**config.mk**
```make
export PLATFORM = sky130hd
export DESIGN_NAME = itcm_dump_tx
export DESIGN_NICKNAME = d
export VERILOG_FILES = /design/src/rtl/itcm_dump_tx.sv
export SDC_FILE = /design/constraint.sdc
export NUM_CORES = 1
export LEC_CHECK = 0
export BUFFER_PORTS_ARGS = -buffer_cell sky130_fd_sc_hd__buf_4
export CAP_MARGIN = 20
export CELL_PAD_IN_SITES_DETAIL_PLACEMENT = 0
export CELL_PAD_IN_SITES_GLOBAL_PLACEMENT = 1
export CORE_ASPECT_RATIO = 0.75
export CORE_MARGIN = 3
export CORE_UTILIZATION = 34
export CTS_CLUSTER_SIZE = 10
export DETAILED_ROUTE_END_ITERATION = 10
export GPL_ROUTABILITY_DRIVEN = 0
export PLACE_DENSITY_LB_ADDON = 0.12
export SLEW_MARGIN = 5
export SYNTH_ARGS = -nofsm -noshare
export SYNTH_HDL_FRONTEND = slang
export SYNTH_SLANG_ARGS = --single-unit
```
**constraint.sdc**
```tcl
create_clock -name clock -period 7.1 [get_ports clock]
set_input_delay 1.065 -clock clock [delete_from_list [all_inputs] [get_ports clock]]
set_output_delay 1.065 -clock clock [all_outputs]
set_load 0.02 [all_outputs]
```
**src/rtl/itcm_dump_tx.sv**
```systemverilog
// itcm_dump_tx
//   Memory dump transmitter. On start_i it reads word_cnt_i 32-bit words from a
//   synchronous-read memory, beginning at base_addr_i. Each word goes out MSB
//   byte first on an 8N1 UART line, so the byte stream matches the program
//   loader's word assembly. When SEND_MARKER is set, END_MARKER follows the
//   data so that a captured dump can be replayed straight into the loader.
//
// Ports
//   clock, reset   system clock, synchronous active-high reset
//   baud_div_i     clocks per UART bit; values below 2 are raised to 2; latched on start
//   start_i        one-cycle start request; only honoured while idle
//   base_addr_i    first word address; latched on start
//   word_cnt_i     number of data words, 0 .. 2^ADDR_WIDTH; latched on start
//   mem_addr_o     memory word address; holds its value while idle
//   mem_rd_o       read strobe; mem_rdata_i is valid the following cycle
//   mem_rdata_i    memory read data
//   tx_o           UART output; idles high
//   busy_o         high from the cycle after start until the done cycle
//   done_o         one-cycle completion pulse
//   words_sent_o   data words fully transmitted in the current or last dump
module itcm_dump_tx #(
    parameter int unsigned ADDR_WIDTH  = 12,
    parameter logic [31:0] END_MARKER  = 32'hFFFF_FFFF,
    parameter bit          SEND_MARKER = 1'b1
) (
    input  logic                  clock,
    input  logic                  reset,
    input  logic [19:0]           baud_div_i,
    input  logic                  start_i,
    input  logic [ADDR_WIDTH-1:0] base_addr_i,
    input  logic [ADDR_WIDTH:0]   word_cnt_i,
    output logic [ADDR_WIDTH-1:0] mem_addr_o,
    output logic                  mem_rd_o,
    input  logic [31:0]           mem_rdata_i,
    output logic                  tx_o,
    output logic                  busy_o,
    output logic                  done_o,
    output logic [ADDR_WIDTH:0]   words_sent_o
);

    localparam logic [ADDR_WIDTH-1:0] ADDR_ONE = {{(ADDR_WIDTH-1){1'b0}}, 1'b1};
    localparam logic [ADDR_WIDTH:0]   CNT_ONE  = {{ADDR_WIDTH{1'b0}}, 1'b1};
    localparam logic [19:0]           DIV_MIN  = 20'd2;
    localparam logic [19:0]           DIV_ONE  = 20'd1;

    typedef enum logic [2:0] {
        S_IDLE, S_FETCH, S_CAPTURE, S_START, S_DATA, S_STOP, S_NEXT, S_FINISH
    } state_t;

    state_t                state_q, state_d;
    logic [ADDR_WIDTH-1:0] addr_q, addr_d;
    logic [ADDR_WIDTH:0]   rem_q, rem_d;
    logic [ADDR_WIDTH:0]   sent_q, sent_d;
    logic                  marker_sent_q, marker_sent_d;
    logic                  data_word_q, data_word_d;  // word register holds a memory word, not the marker
    logic [31:0]           word_q, word_d;
    logic [19:0]           div_q, div_d;
    logic [19:0]           cnt_q, cnt_d;
    logic [2:0]            bit_idx_q, bit_idx_d;
    logic [1:0]            byte_idx_q, byte_idx_d;

    logic                  tick;
    logic [ADDR_WIDTH:0]   rem_after;
    logic                  load_marker;
    logic [7:0]            cur_byte;

    // The current bit period ends when the down-counter reaches zero.
    assign tick     = (cnt_q == 20'd0);
    assign cur_byte = word_q[31:24];

    // Words still to fetch once the word just sent has been accounted for.
    always_comb begin
        rem_after   = data_word_q ? (rem_q - CNT_ONE) : rem_q;
        load_marker = (state_q == S_NEXT) && (rem_after == '0) &&
                      SEND_MARKER && !marker_sent_q;
    end

    // State register and control flops
    always_ff @(posedge clock) begin
        if (reset) begin
            state_q       <= S_IDLE;
            addr_q        <= '0;
            rem_q         <= '0;
            sent_q        <= '0;
            marker_sent_q <= 1'b0;
            data_word_q   <= 1'b0;
        end else begin
            state_q       <= state_d;
            addr_q        <= addr_d;
            rem_q         <= rem_d;
            sent_q        <= sent_d;
            marker_sent_q <= marker_sent_d;
            data_word_q   <= data_word_d;
        end
    end

    // Datapath flops; every one is reloaded before use, so no reset is needed
    always_ff @(posedge clock) begin
        word_q     <= word_d;
        div_q      <= div_d;
        cnt_q      <= cnt_d;
        bit_idx_q  <= bit_idx_d;
        byte_idx_q <= byte_idx_d;
    end

    // Next-state logic
    always_comb begin
        state_d = state_q;
        unique case (state_q)
            S_IDLE: begin
                // A zero-length dump goes through NEXT, which either loads the marker or finishes.
                if (start_i) state_d = (word_cnt_i != '0) ? S_FETCH : S_NEXT;
            end
            S_FETCH:   state_d = S_CAPTURE;
            S_CAPTURE: state_d = S_START;
            S_START:   if (tick) state_d = S_DATA;
            S_DATA:    if (tick && (bit_idx_q == 3'd7)) state_d = S_STOP;
            S_STOP: begin
                if (tick) state_d = (byte_idx_q == 2'd3) ? S_NEXT : S_START;
            end
            S_NEXT: begin
                if (rem_after != '0) state_d = S_FETCH;
                else if (load_marker) state_d = S_START;
                else state_d = S_FINISH;
            end
            S_FINISH:  state_d = S_IDLE;
            default:   state_d = S_IDLE;
        endcase
    end

    // Datapath next values
    always_comb begin
        addr_d        = addr_q;
        rem_d         = rem_q;
        sent_d        = sent_q;
        marker_sent_d = marker_sent_q;
        data_word_d   = data_word_q;
        word_d        = word_q;
        div_d         = div_q;
        cnt_d         = cnt_q;
        bit_idx_d     = bit_idx_q;
        byte_idx_d    = byte_idx_q;

        // Inside a bit the counter runs down. Elsewhere it is preloaded, so the next start bit gets a full period.
        if ((state_q == S_START) || (state_q == S_DATA) || (state_q == S_STOP))
            cnt_d = tick ? (div_q - DIV_ONE) : (cnt_q - DIV_ONE);
        else
            cnt_d = div_q - DIV_ONE;

        unique case (state_q)
            S_IDLE: begin
                if (start_i) begin
                    addr_d        = base_addr_i;
                    rem_d         = word_cnt_i;
                    div_d         = (baud_div_i < DIV_MIN) ? DIV_MIN : baud_div_i;
                    sent_d        = '0;
                    marker_sent_d = 1'b0;
                    data_word_d   = 1'b0;
                end
            end
            S_CAPTURE: begin
                word_d      = mem_rdata_i;
                data_word_d = 1'b1;
                bit_idx_d   = 3'd0;
                byte_idx_d  = 2'd0;
            end
            S_DATA: begin
                if (tick) bit_idx_d = bit_idx_q + 3'd1;
            end
            S_STOP: begin
                if (tick) begin
                    byte_idx_d = byte_idx_q + 2'd1;
                    word_d     = {word_q[23:0], 8'h00};
                end
            end
            S_NEXT: begin
                if (data_word_q) begin
                    sent_d = sent_q + CNT_ONE;
                    addr_d = addr_q + ADDR_ONE;
                    rem_d  = rem_after;
                end
                data_word_d = 1'b0;
                bit_idx_d   = 3'd0;
                byte_idx_d  = 2'd0;
                if (load_marker) begin
                    word_d        = END_MARKER;
                    marker_sent_d = 1'b1;
                end
            end
            default: ;
        endcase
    end

    // Output logic
    always_comb begin
        mem_rd_o     = (state_q == S_FETCH);
        busy_o       = (state_q != S_IDLE) && (state_q != S_FINISH);
        done_o       = (state_q == S_FINISH);
        mem_addr_o   = addr_q;
        words_sent_o = sent_q;
        unique case (state_q)
            S_START: tx_o = 1'b0;
            S_DATA:  tx_o = cur_byte[bit_idx_q];
            default: tx_o = 1'b1;
        endcase
    end

endmodule
```
==> results of run 1 <==
==> worst max-delay path, cell delays in order (launching register included) <==
cell	delay, ns
sky130_fd_sc_hd__dfxtp_1	0.36
sky130_fd_sc_hd__inv_1	0.10
sky130_fd_sc_hd__ha_1	0.36
sky130_fd_sc_hd__nand4bb_1	0.32
sky130_fd_sc_hd__nor4_1	0.32
sky130_fd_sc_hd__xnor2_1	0.22
sky130_fd_sc_hd__a41oi_1	0.22
sky130_fd_sc_hd__o21ai_4	0.82
==> cell type report <==
class,count,share of cell area [%]
Multi-Input combinational cell,473,38.8
Clock buffer,17,5.51
Tap cell,242,3.92
Timing Repair Buffer,113,11.0
Clock inverter,15,1.68
Inverter,13,0.632
Sequential cell,120,38.5
==> per-stage QoR <==
step | power (mW) | cells | setup slack, ns | cell area [µm²]
after floorplan | 1.72 | 660 | 2.71 | 6190
after global placement | 1.96 | 961 | 4.07 | 7170
after detailed placement | 1.98 | 961 | 4.00 | 7170
after CTS | 2.81 | 993 | 3.98 | 7720
after global routing | 2.97 | 993 | 3.70 | 7720
final | 2.78 | 993 | 3.97 | 7720
==> flip-flops by register name (all words and copies together), names as in the netlist <==
signal / flops
word_q: 32
cnt_q: 20
div_q: 20
rem_q: 13
words_sent_o: 13
mem_addr_o: 12
bit_idx_q: 3
state_q: 3
byte_idx_q: 2
data_word_q: 1
marker_sent_q: 1
==> worst max path at each step <==
stage | from | endpoint | slack (ns) | cells after the start
after floorplan | rem_q[4] | word_q[0] | 2.71 | 6
after global placement | rem_q[0] | word_q[6] | 4.07 | 7
after detailed placement | rem_q[0] | word_q[6] | 4.00 | 7
after CTS | rem_q[0] | word_q[29] | 3.98 | 7
after global routing | data_word_q | word_q[29] | 3.70 | 6
final | rem_q[0] | word_q[19] | 3.97 | 7
==> placed cells by master (no fill, tap or decap), types with 10 or more instances in the layout <==
cell type and count:
sky130_fd_sc_hd__nand3_1 16, sky130_fd_sc_hd__xnor2_1 20, sky130_fd_sc_hd__xor2_1 22, sky130_fd_sc_hd__edfxtp_1 57
sky130_fd_sc_hd__nor3_1 16, sky130_fd_sc_hd__nand4_1 12, sky130_fd_sc_hd__inv_1 13, sky130_fd_sc_hd__o21a_1 10
sky130_fd_sc_hd__nor4_1 17, sky130_fd_sc_hd__o21ai_0 32, sky130_fd_sc_hd__o22a_1 24, sky130_fd_sc_hd__nor2_1 64
sky130_fd_sc_hd__nand2_1 57, sky130_fd_sc_hd__buf_4 113, sky130_fd_sc_hd__a211oi_1 12, sky130_fd_sc_hd__dfxtp_1 63
sky130_fd_sc_hd__a31oi_1 10, sky130_fd_sc_hd__a21oi_1 41, sky130_fd_sc_hd__clkbuf_16 17
==> where the power goes <==
group | switching, mW | leakage, nW | internal [mW]
combinational | 0.462 | 1.48 | 0.340
sequential | 0.199 | 1.05 | 0.967
clock | 0.335 | 0.251 | 0.480
==> kinds of logic (layout without fill, tap and decap cells) <==
| family | Yosys count | count (layout) | synth area share [%] |
|---|---|---|---|
| adder cells (fa/ha/maj) | 9 | 9 | 1.82 |
| AO/OA/AOI/OAI | 171 | 171 | 18.2 |
| XOR/XNOR | 42 | 42 | 5.94 |
| multiplexers | 7 | 7 | 1.54 |
| flip-flops | 120 | 120 | 48.0 |
| AND/OR/NAND/NOR | 244 | 244 | 20.4 |
| buffers and inverters | 67 | 158 | 4.10 |
==> routing by layer <==
metal  up-vias  wire [µm]  track usage [%]
met3        27        785             3.82
li1       2595          -                -
met4         0        325             6.50
met5         -          0                0
met2       118       7030             25.1
met1      2470       8040             23.1
==> results summary, run 1 <==
The run finished with clean final reports. The routed layout has 5,210 vias. Setup repair after global routing left no endpoint under its margin. Hold timing on the final database bottoms out at a slack of 0.479 ns. The maximum count of clock buffers along a single path came out at 2.

Yosys attributes the largest share of cell area to sky130_fd_sc_hd__edfxtp_1 (28%), sky130_fd_sc_hd__dfxtp_1 (20%), sky130_fd_sc_hd__nor2_1 (3.9%). The instance count along the most critical hold path came out at 1. The setup fix buffers added after clock tree synthesis came out at 0. The category of the most critical setup path is reg -> reg. The fraction of registers with async set or reset after synthesis is 0%. The setup TNS is 0 ns.

The maximum number of pins on one net before global-route repair came out at 48. The startpoint type of the worst setup path is a flop. The H-tree level count is 4.

Ranked by instance count, the synthesized netlist is headed by sky130_fd_sc_hd__nor2_1 (65), sky130_fd_sc_hd__dfxtp_1 (63), sky130_fd_sc_hd__edfxtp_1 (57), sky130_fd_sc_hd__nand2_1 (57), sky130_fd_sc_hd__clkbuf_1 (50). In this run the register-to-register setup slack is 3.97 ns. The clock root buffer is sky130_fd_sc_hd__clkbuf_16.

Synthesis handed over a netlist of 660 instances. The placeable core region came out at 17,800 µm². The clock transition at the registers of the reported paths came out at 0.06 ns. The width of the chip is 162 µm. The maximum vdd ir drop came out at 0.121 mV. The number of antenna diodes in the final layout is 0. The relative slew slack is 27.7%. The number of enable-type register cells in the synthesized netlist is 57. The first-pass detailed-route iteration total is 4.

Relative to the synthesized area, the layout overhead comes to 24.7%. From bottom edge to top edge, the die measures 123 µm. The estimated wirelength of the detail-placed design came out at 11,300 µm.

The total die area is 19,900 µm². The via count of the first global-routing pass is 5,144. Of all cell types, the one taking the most synthesized area is sky130_fd_sc_hd__edfxtp_1.

The mean number of vias per cell is 5.25. The sequential share of the synthesized area came out at 48.0%. Across the routed clock network, the largest skew measured is 0.00967 ns. The top cell type by area accounts for 27.6% of the synthesized area.

The final period utilization is 44.1%. Fill cells in the final layout number 1,778. The number of antenna violations at the first check in global routing came out at 0.

The post-layout minimum cycle time is 3.13 ns. The post-synthesis sequential element count came out at 120. The aggregate global routing overflow came out at 0. The number of max-capacitance violations reported is 0.

The library cell with the highest instance count after synthesis is sky130_fd_sc_hd__nor2_1. The global-route total usage across every layer is 16.6%. The worst min-delay path endpoint is cnt_q[0]. The share of post-route cells with drive strength above 1 is 21.2%. Setup violations remaining at the end of the flow were counted as 0. The largest fanout on the critical path is 32. The data arrival time of the worst path came out at 3.17 ns.

In this run the worst hold path is classified as reg -> reg. The startpoint of the most critical register-to-register path is rem_q[0]. The number of sinks driven by the clock tree is 120.

The number of buffers added on ports is 108. The final routed wire length divided by cell count came out at 16.3 µm. Registers take 2970 µm². The total power divided by cell area came out at 360 nW/µm².

The terminus of the critical flop-to-flop path is word_q[19]. The transition time of the tightest slew-check pin is 1.08 ns. The residual antenna-violating net count after detailed routing came out at 0.

In this run the most critical hold path is launched from cnt_q[0]. The number of pins with negative max-slew slack in the final report came out at 0. The cell depth of the worst flop-to-flop path is 7. The clock latency of the later-clocked register in the worst-skew pair came out at 0.42 ns.

After synthesis the cells add up to 6190 µm². The required time at the worst-slack endpoint came out at 7.14 ns. The final net count is 827. After detailed routing, the number of remaining DRC violations is 0. The final-report hold violation count came out at 0. In this run, the number of DRC markers left after iteration 0 of detailed routing was 316.

The standby leakage power came out at 2.78 nW. Buffers inserted to repair hold after CTS numbered 0. The multi-input gate area in the final layout came out at 3000 µm².

The critical path capture point type is a flop. Wires add up to 16,200 µm. The starting utilization of the core area is 34.9%.

The number of nets in the synthesized netlist is 749. The number of buffers inserted during clock tree synthesis came out at 17. The average instance in the mapped netlist occupies 9.39 µm². Yosys mapped the design onto 62 distinct sky130hd cell types. Cells fill 43.5% of the core in the end.

TritonCTS built the clock tree. The floorplan has 42 rows. The count of instances resized after the clock tree is built is 0. The number of synthesis warnings is 0. The leading register cell type out of synthesis is sky130_fd_sc_hd__dfxtp_1.

The first global-routing pass estimated 26,200 µm of wire. The upper clock frequency limit came out at 0.320 GHz. The count of pins on the block boundary came out at 109.
Power figures use the tool's default switching activity.
==> run 2, diff against run 1 <==
==> constraint.sdc (replaced) <==
create_clock -name clock -period 2.5 [get_ports clock]
set_input_delay 0.375 -clock clock [delete_from_list [all_inputs] [get_ports clock]]
set_output_delay 0.375 -clock clock [all_outputs]
set_load 0.02 [all_outputs]
==> results summary, run 2 (synthesis results as in run 1) <==
The proportion of power drawn by flip-flops and latches came to 39.4% (was 41.9%). The clock transition at the registers of the reported paths is 0.06 ns (about the same). The H-tree level count came out at 4 (unchanged). The number of buffers added on ports came out at 108 (unchanged). The net switching power is 3.00 mW (was 0.996 mW). The number of antenna violations at the first check in global routing is 0 (unchanged).

The synthesis-to-finish area growth came out at 29.6% (was 24.7%). The final-report hold violation count is 0 (unchanged). The die height is 123 µm (unchanged).

The number of standard cells in the final layout excluding fillers is 1,013 (was 993). The total DRC errors in the routed layout is 0 (unchanged). The cell-internal power came out at 5.30 mW (was 1.79 mW).

The clock root buffer is sky130_fd_sc_hd__clkbuf_16 (unchanged). The count of pins on the block boundary came to 109 (unchanged). The initial detailed-routing violation count came to 337 (was 316). The category of the most critical setup path is reg -> reg (unchanged). The aggregate global routing overflow came out at 0 (unchanged). The flip-flop count of the largest register after layout came out at 32 (unchanged). The critical path capture point type is a flop (unchanged). The upper clock frequency limit came to 0.422 GHz (was 0.320 GHz). The standby leakage power came out at 2.93 nW (was 2.78 nW). The number of sinks driven by the clock tree is 120 (unchanged).

Commonest cells after routing, fill and taps aside: sky130_fd_sc_hd__buf_4 (129), sky130_fd_sc_hd__nor2_1 (64), sky130_fd_sc_hd__dfxtp_1 (62) (was sky130_fd_sc_hd__buf_4 (113), sky130_fd_sc_hd__nor2_1 (64), sky130_fd_sc_hd__dfxtp_1 (63)). The transition time of the tightest slew-check pin came out at 0.644 ns (was 1.08 ns). The setup slack of the worst register-to-register path was 0.13 ns (was 3.97 ns). The total routed wirelength came out at 16,400 µm (was 16,200 µm).

The estimated wirelength of the detail-placed design came to 11,700 µm (was 11,300 µm). The setup fix buffers added after clock tree synthesis came to 0 (unchanged). The total power is 8.30 mW (was 2.78 mW). The starting utilization of the core area is 34.9% (unchanged). The final cell utilization of the core came to 45.2% (was 43.5%). The startpoint type of the worst setup path is a flop (unchanged). Biggest regs: word_q: 32 flops, cnt_q: 20 flops, div_q: 20 flops (unchanged). The required time at the worst-slack endpoint came to 2.66 ns (was 7.14 ns). The residual antenna-violating net count after detailed routing is 0 (unchanged). The CTS tree is built (unchanged). The number of antenna cells inserted came to 0 (unchanged). The placed instance count came out at 981 (was 961). The class of the tightest hold or removal check was in -> reg (was reg -> reg). The number of pins with negative max-slew slack in the final report came to 0 (unchanged).

The maximum count of clock buffers along a single path is 2 (unchanged). The clock latency of the later-clocked register in the worst-skew pair is 0.42 ns (about the same). The placeable core region is 17,800 µm² (unchanged). The relative contribution of combinational cells to total power is 31.2% (was 28.8%). The setup TNS came out at 0 ns (unchanged).

The number of buffers inserted during clock tree synthesis came out at 17 (unchanged). The register with the most flip-flops is word_q (unchanged). The data arrival time of the worst path came to 2.53 ns (was 3.17 ns). The post-layout minimum cycle time is 2.37 ns (was 3.13 ns). The relative slew slack came to 57.1% (was 27.7%).

The share of post-route cells with drive strength above 1 was 24.6% (was 21.2%). RSZ-0062 raised after global routing: no (unchanged). The final net count came out at 847 (was 827).

The number of setup violations in the final report came out at 0 (unchanged). The final period utilization is 94.8% (was 44.1%). The total die area came out at 19,900 µm² (unchanged).

The cell depth of the worst flop-to-flop path came out at 7 (unchanged). The worst min-delay path endpoint is div_q[19] (was cnt_q[0]). The placement row count came out at 42 (unchanged). The final design area excluding fillers was 8030 µm² (was 7720 µm²).

The maximum vdd ir drop is 0.398 mV (was 0.121 mV). The number of max-capacitance violations reported came to 0 (unchanged). Outcome: finished, final reports clean (unchanged). The area of placed instances came out at 7430 µm² (was 7170 µm²). The first-pass detailed-route iteration total came out at 5 (was 4). The via count of the first global-routing pass is 5,134 (was 5,144). The maximum number of pins on one net before global-route repair came out at 39 (was 48).

The total power divided by cell area came to 1030 nW/µm² (was 360 nW/µm²). The startpoint of the most critical register-to-register path is rem_q[6] (was rem_q[0]). The total via count after detailed routing is 5,301 (was 5,210).

The global-route total usage across every layer came out at 16.7% (was 16.6%). The width of the chip is 162 µm (unchanged). The setup clock skew after layout was 0.0115 ns (was 0.00967 ns). The final routed wire length divided by cell count is 16.2 µm (was 16.3 µm).

The largest fanout on the critical path came to 32 (unchanged). The first-pass GRT wire length came to 26,400 µm (was 26,200 µm). The instance count along the most critical hold path was 1 (unchanged). The most common library cell in the layout ignoring fill and taps was sky130_fd_sc_hd__buf_4 (unchanged). The switching fraction of total power is 36.1% (was 35.8%). The terminus of the critical flop-to-flop path was word_q[30] (was word_q[19]). The mean number of vias per cell is 5.23 (was 5.25). The hold path startpoint is baud_div_i[19] (was cnt_q[0]). The clock network power share is 29.4% (was 29.3%).
==> run 2: what timing repair did <==
action / 4_1_cts / 5_1_grt
hold buffers: 0 / 0
gates resized for setup: 0 / 2
setup endpoints to repair: 0 / 32
==> run 2: layer usage <==
layer	wire length, µm	GRT usage, %	up-vias
met1	8280	24.2	2529
met4	229	5.59	0
li1	-	-	2641
met3	759	4.05	17
met5	0	0	-
met2	7130	24.5	114
==> run 2: through the flow <==
step                worst slack, ns  hold WS [ns]
floorplan                  -0.00538         0.447
global placement             0.0940         0.482
detailed placement           0.0218         0.480
CTS                         0.00532         0.127
global route                 0.0123         0.122
finish                        0.129         0.147
==> run 2: how the worst max path moves through the flow <==
stage                   from         end  slack, ns  depth (start not counted)
global route        rem_q[6]  word_q[24]       0.01                          7
CTS                 rem_q[0]  word_q[24]      0.005                          9
global placement    rem_q[0]   word_q[6]       0.09                          9
detailed placement  rem_q[0]   word_q[6]       0.02                          9
finish              rem_q[6]  word_q[30]       0.13                          7
floorplan           rem_q[5]   word_q[0]     -0.005                          6
==> run 2: area by class of cell <==
type	instances	area, µm²
Fill cell	1741	9740
Multi-Input combinational cell	473	3070
Sequential cell	120	2970
Timing Repair Buffer	133	1050
Clock buffer	17	425
Tap cell	242	303
Clock inverter	15	156
Inverter	13	48.8
==> run 2: worst max-delay path, stage by stage (launching register included) <==
cell and delay, ns:
sky130_fd_sc_hd__dfxtp_1 0.38, sky130_fd_sc_hd__or4_1 0.60, sky130_fd_sc_hd__nor4_1 0.30, sky130_fd_sc_hd__o211a_1 0.22
sky130_fd_sc_hd__o32ai_2 0.09, sky130_fd_sc_hd__a41oi_2 0.24, sky130_fd_sc_hd__o21ai_4 0.10, sky130_fd_sc_hd__buf_12 0.18
==> run 2: power groups by stage <==
| stage | Clock (mW) | Combinational, mW | Sequential, mW |
|---|---|---|---|
| 2_1_floorplan | 0 | 1.75 | 3.22 |
| 3_3_place_gp | 0 | 2.57 | 3.28 |
| 3_5_place_dp | 0 | 2.59 | 3.30 |
| 4_1_cts | 2.50 | 2.60 | 3.27 |
| 5_1_grt | 2.59 | 2.89 | 3.35 |
| 6_report | 2.44 | 2.59 | 3.27 |
==> run 3, diff against run 2 <==
--- a/config.mk
+++ b/config.mk
@@ -10,13 +10,12 @@
 export CELL_PAD_IN_SITES_DETAIL_PLACEMENT = 0
 export CELL_PAD_IN_SITES_GLOBAL_PLACEMENT = 1
 export CORE_ASPECT_RATIO = 0.75
-export CORE_MARGIN = 3
-export CORE_UTILIZATION = 34
+export CORE_UTILIZATION = 39
 export CTS_CLUSTER_SIZE = 10
 export DETAILED_ROUTE_END_ITERATION = 10
 export GPL_ROUTABILITY_DRIVEN = 0
 export PLACE_DENSITY_LB_ADDON = 0.12
-export SLEW_MARGIN = 5
+export SLEW_MARGIN = 20
 export SYNTH_ARGS = -nofsm -noshare
 export SYNTH_HDL_FRONTEND = slang
 export SYNTH_SLANG_ARGS = --single-unit
==> results summary, run 3 (synthesis results as in run 1) <==
Outcome: finished, final reports clean (unchanged). The mean number of vias per cell is 5.48 (was 5.23). The standby leakage power is 3.03 nW (was 2.93 nW). The number of buffers added on ports is 108 (unchanged).

The setup clock skew after layout is 0.0108 ns (was 0.0115 ns). RSZ-0062 raised after global routing: no (unchanged). The number of max-capacitance violations reported came out at 0 (unchanged).

The category of the most critical setup path was reg -> reg (unchanged). The number of antenna cells inserted was 0 (unchanged). The number of pins with negative max-slew slack in the final report came out at 0 (unchanged). The placement row count was 39 (was 42).

The final net count was 863 (was 847). The delay contributed by the slowest stage of the critical path is 0.56 ns (was 0.60 ns). The maximum number of pins on one net before global-route repair came out at 39 (unchanged).

The final cell utilization of the core came out at 53.0% (was 45.2%). The highest routed metal layer is met4 (unchanged). The register with the most flip-flops is word_q (unchanged). The count of pins on the block boundary is 109 (unchanged).

The final period utilization is 93.2% (was 94.8%). The setup slack of the worst register-to-register path is 0.17 ns (was 0.13 ns). The CTS tree is built (unchanged).

The initial detailed-routing violation count came out at 370 (was 337). The total die area was 16,400 µm² (was 19,900 µm²). The final routed wire length divided by cell count was 16.1 µm (was 16.2 µm). The largest fanout on the critical path is 6 (was 32). The startpoint type of the worst setup path is a flop (unchanged). The relative slew slack came out at 57.6% (was 57.1%). The total routed wirelength was 16,000 µm (was 16,400 µm).

The total via count after detailed routing came to 5,436 (was 5,301). CP cell instances: or4_4, nor4_2, o211a_1, o32ai_2, a41oi_2, buf_4, o21ai_4, buf_4 (was or4_1, nor4_1, o211a_1, o32ai_2, a41oi_2, o21ai_4, buf_12). The H-tree level count came out at 4 (unchanged). The post-layout minimum cycle time was 2.33 ns (was 2.37 ns). The critical path capture point type is a flop (unchanged). The share of post-route cells with drive strength above 1 is 26.0% (was 24.6%). The die height is 111 µm (was 123 µm). The number of setup violations in the final report is 0 (unchanged). The number of sinks driven by the clock tree is 120 (unchanged). The estimated wirelength of the detail-placed design came to 11,200 µm (was 11,700 µm).

The clock transition at the registers of the reported paths came out at 0.06 ns (about the same). The data arrival time of the worst path came out at 2.52 ns (was 2.53 ns). The placeable core region came out at 15,400 µm² (was 17,800 µm²). The startpoint of the most critical register-to-register path is rem_q[5] (was rem_q[6]). The relative contribution of combinational cells to total power is 32.6% (was 31.2%). The first-pass GRT wire length was 26,300 µm (was 26,400 µm).

The width of the chip came out at 148 µm (was 162 µm). The cell depth of the worst flop-to-flop path is 8 (was 7). Commonest cells after routing, fill and taps aside: sky130_fd_sc_hd__buf_4 (144), sky130_fd_sc_hd__nor2_1 (64), sky130_fd_sc_hd__dfxtp_1 (62) (was sky130_fd_sc_hd__buf_4 (129), sky130_fd_sc_hd__nor2_1 (64), sky130_fd_sc_hd__dfxtp_1 (62)). The cell at the slowest stage of the critical path is sky130_fd_sc_hd__or4_4 (was sky130_fd_sc_hd__or4_1).

The met2 wire length was 7290 µm (was 7130 µm). The proportion of power drawn by flip-flops and latches came out at 37.7% (was 39.4%). The detailed-routing wirelength on met1 came out at 7770 µm (was 8280 µm). The flip-flop count of the largest register after layout is 32 (unchanged). The total power came out at 8.59 mW (was 8.30 mW). The hold path startpoint is baud_div_i[15] (was baud_div_i[19]). The post-cts hold buffer count came out at 0 (unchanged). The maximum count of clock buffers along a single path is 2 (unchanged). The upper clock frequency limit was 0.429 GHz (was 0.422 GHz). The total DRC errors in the routed layout is 0 (unchanged). The first-pass detailed-route iteration total is 5 (unchanged). The required time at the worst-slack endpoint came out at 2.69 ns (was 2.66 ns). The transition time of the tightest slew-check pin was 0.636 ns (was 0.644 ns). Biggest regs: word_q: 32 flops, cnt_q: 20 flops, div_q: 20 flops (unchanged).

The maximum vdd ir drop is 0.516 mV (was 0.398 mV). The via count of the first global-routing pass came out at 5,352 (was 5,134). The clock network power share is 29.7% (was 29.4%). Counting stages on the worst path, the most repeated cell is sky130_fd_sc_hd__buf_4.

The net switching power came out at 2.92 mW (was 3.00 mW). The global-route total usage across every layer came out at 20.5% (was 16.7%). The residual antenna-violating net count after detailed routing is 0 (unchanged). The synthesis-to-finish area growth came out at 31.6% (was 29.6%). The starting utilization of the core area came to 40.3% (was 34.9%). The aggregate global routing overflow is 0 (unchanged). The clock latency of the later-clocked register in the worst-skew pair is 0.42 ns (about the same). The terminus of the critical flop-to-flop path is word_q[25] (was word_q[30]). The routed wire length on met3 is 708 µm (was 759 µm). The worst min-delay path endpoint is div_q[15] (was div_q[19]).

The family with the most delay on the worst path is simple AND/OR/NAND/NOR gates (unchanged). The buffers plus inverters on the worst setup path came out at 2 (was 1). The cell-internal power is 5.68 mW (was 5.30 mW). The clock root buffer was sky130_fd_sc_hd__clkbuf_16 (unchanged). The number of buffers inserted during clock tree synthesis came out at 17 (unchanged).

The number of antenna violations at the first check in global routing came out at 0 (unchanged). The total power divided by cell area is 1050 nW/µm² (was 1030 nW/µm²). The class of the tightest hold or removal check is in -> reg (unchanged).

The final-report hold violation count came out at 0 (unchanged). The instance count along the most critical hold path came to 1 (unchanged). The switching fraction of total power is 33.9% (was 36.1%).

The most common library cell in the layout ignoring fill and taps is sky130_fd_sc_hd__buf_4 (unchanged).
run 3: changes by cell type in the layout (fill, tap and decap cells not counted), sizes merged:
cell | before | now
inv | 23 | 14
clkinv | 1 | 8
o21ai | 34 | 35
bufinv | 1 | 4
clkbuf | 17 | 18
buf | 133 | 148
clkinvlp | 3 | 1
run 3: how the worst max path moves through the flow:
stage | to | start | cells after the start | slack (ns)
2_1_floorplan | word_q[0] | rem_q[5] | 6 | -0.005
3_3_place_gp | word_q[7] | rem_q[0] | 8 | -0.35
3_5_place_dp | word_q[6] | rem_q[0] | 8 | -0.47
4_1_cts | word_q[25] | rem_q[5] | 8 | 0.04
5_1_grt | word_q[25] | rem_q[0] | 10 | 0.01
6_report | word_q[25] | rem_q[5] | 8 | 0.17
run 3: repair_timing:
item,CTS,global route
setup endpoints to repair,32,32
pin swaps,3,0
buffers inserted,4,0
gates resized for setup,2,4
gates cloned,1,0
run 3: layout make-up:
type,instances,area (µm²)
fillers,1442,7220
well taps,205,256
multi-input cells,474,3100
clock inverters,14,180
repair buffers,148,1160
flip-flops and latches,120,2970
clock buffers,18,429
inverters,13,48.8
run 3: power by group through the flow:
| stage | sequential (mW) | combinational [mW] | clock, mW |
|---|---|---|---|
| after detailed placement | 3.27 | 2.67 | 0 |
| after global routing | 3.32 | 3.10 | 2.70 |
| after global placement | 3.24 | 2.62 | 0 |
| after CTS | 3.23 | 2.78 | 2.61 |
| after floorplan | 3.22 | 1.75 | 0 |
| final | 3.24 | 2.80 | 2.55 |
run 3: metal layers:
layer	vias up	GRT usage, %
li1	2676	-
met1	2611	27.9
met2	133	31.3
met3	16	5.31
met4	0	7.08
met5	-	0
run 3: metrics by stage:
step	instances	hold WS, ns	instance area (µm²)	TNS, ns	setup WS, ns
after floorplan	660	0.447	6280	-0.172	-0.00538
after global placement	955	0.468	7440	-11.04	-0.346
after detailed placement	955	0.482	7440	-14.98	-0.469
after CTS	992	0.127	8130	0	0.0440
after global routing	992	0.122	8150	0	0.0121
final	992	0.136	8150	0	0.169
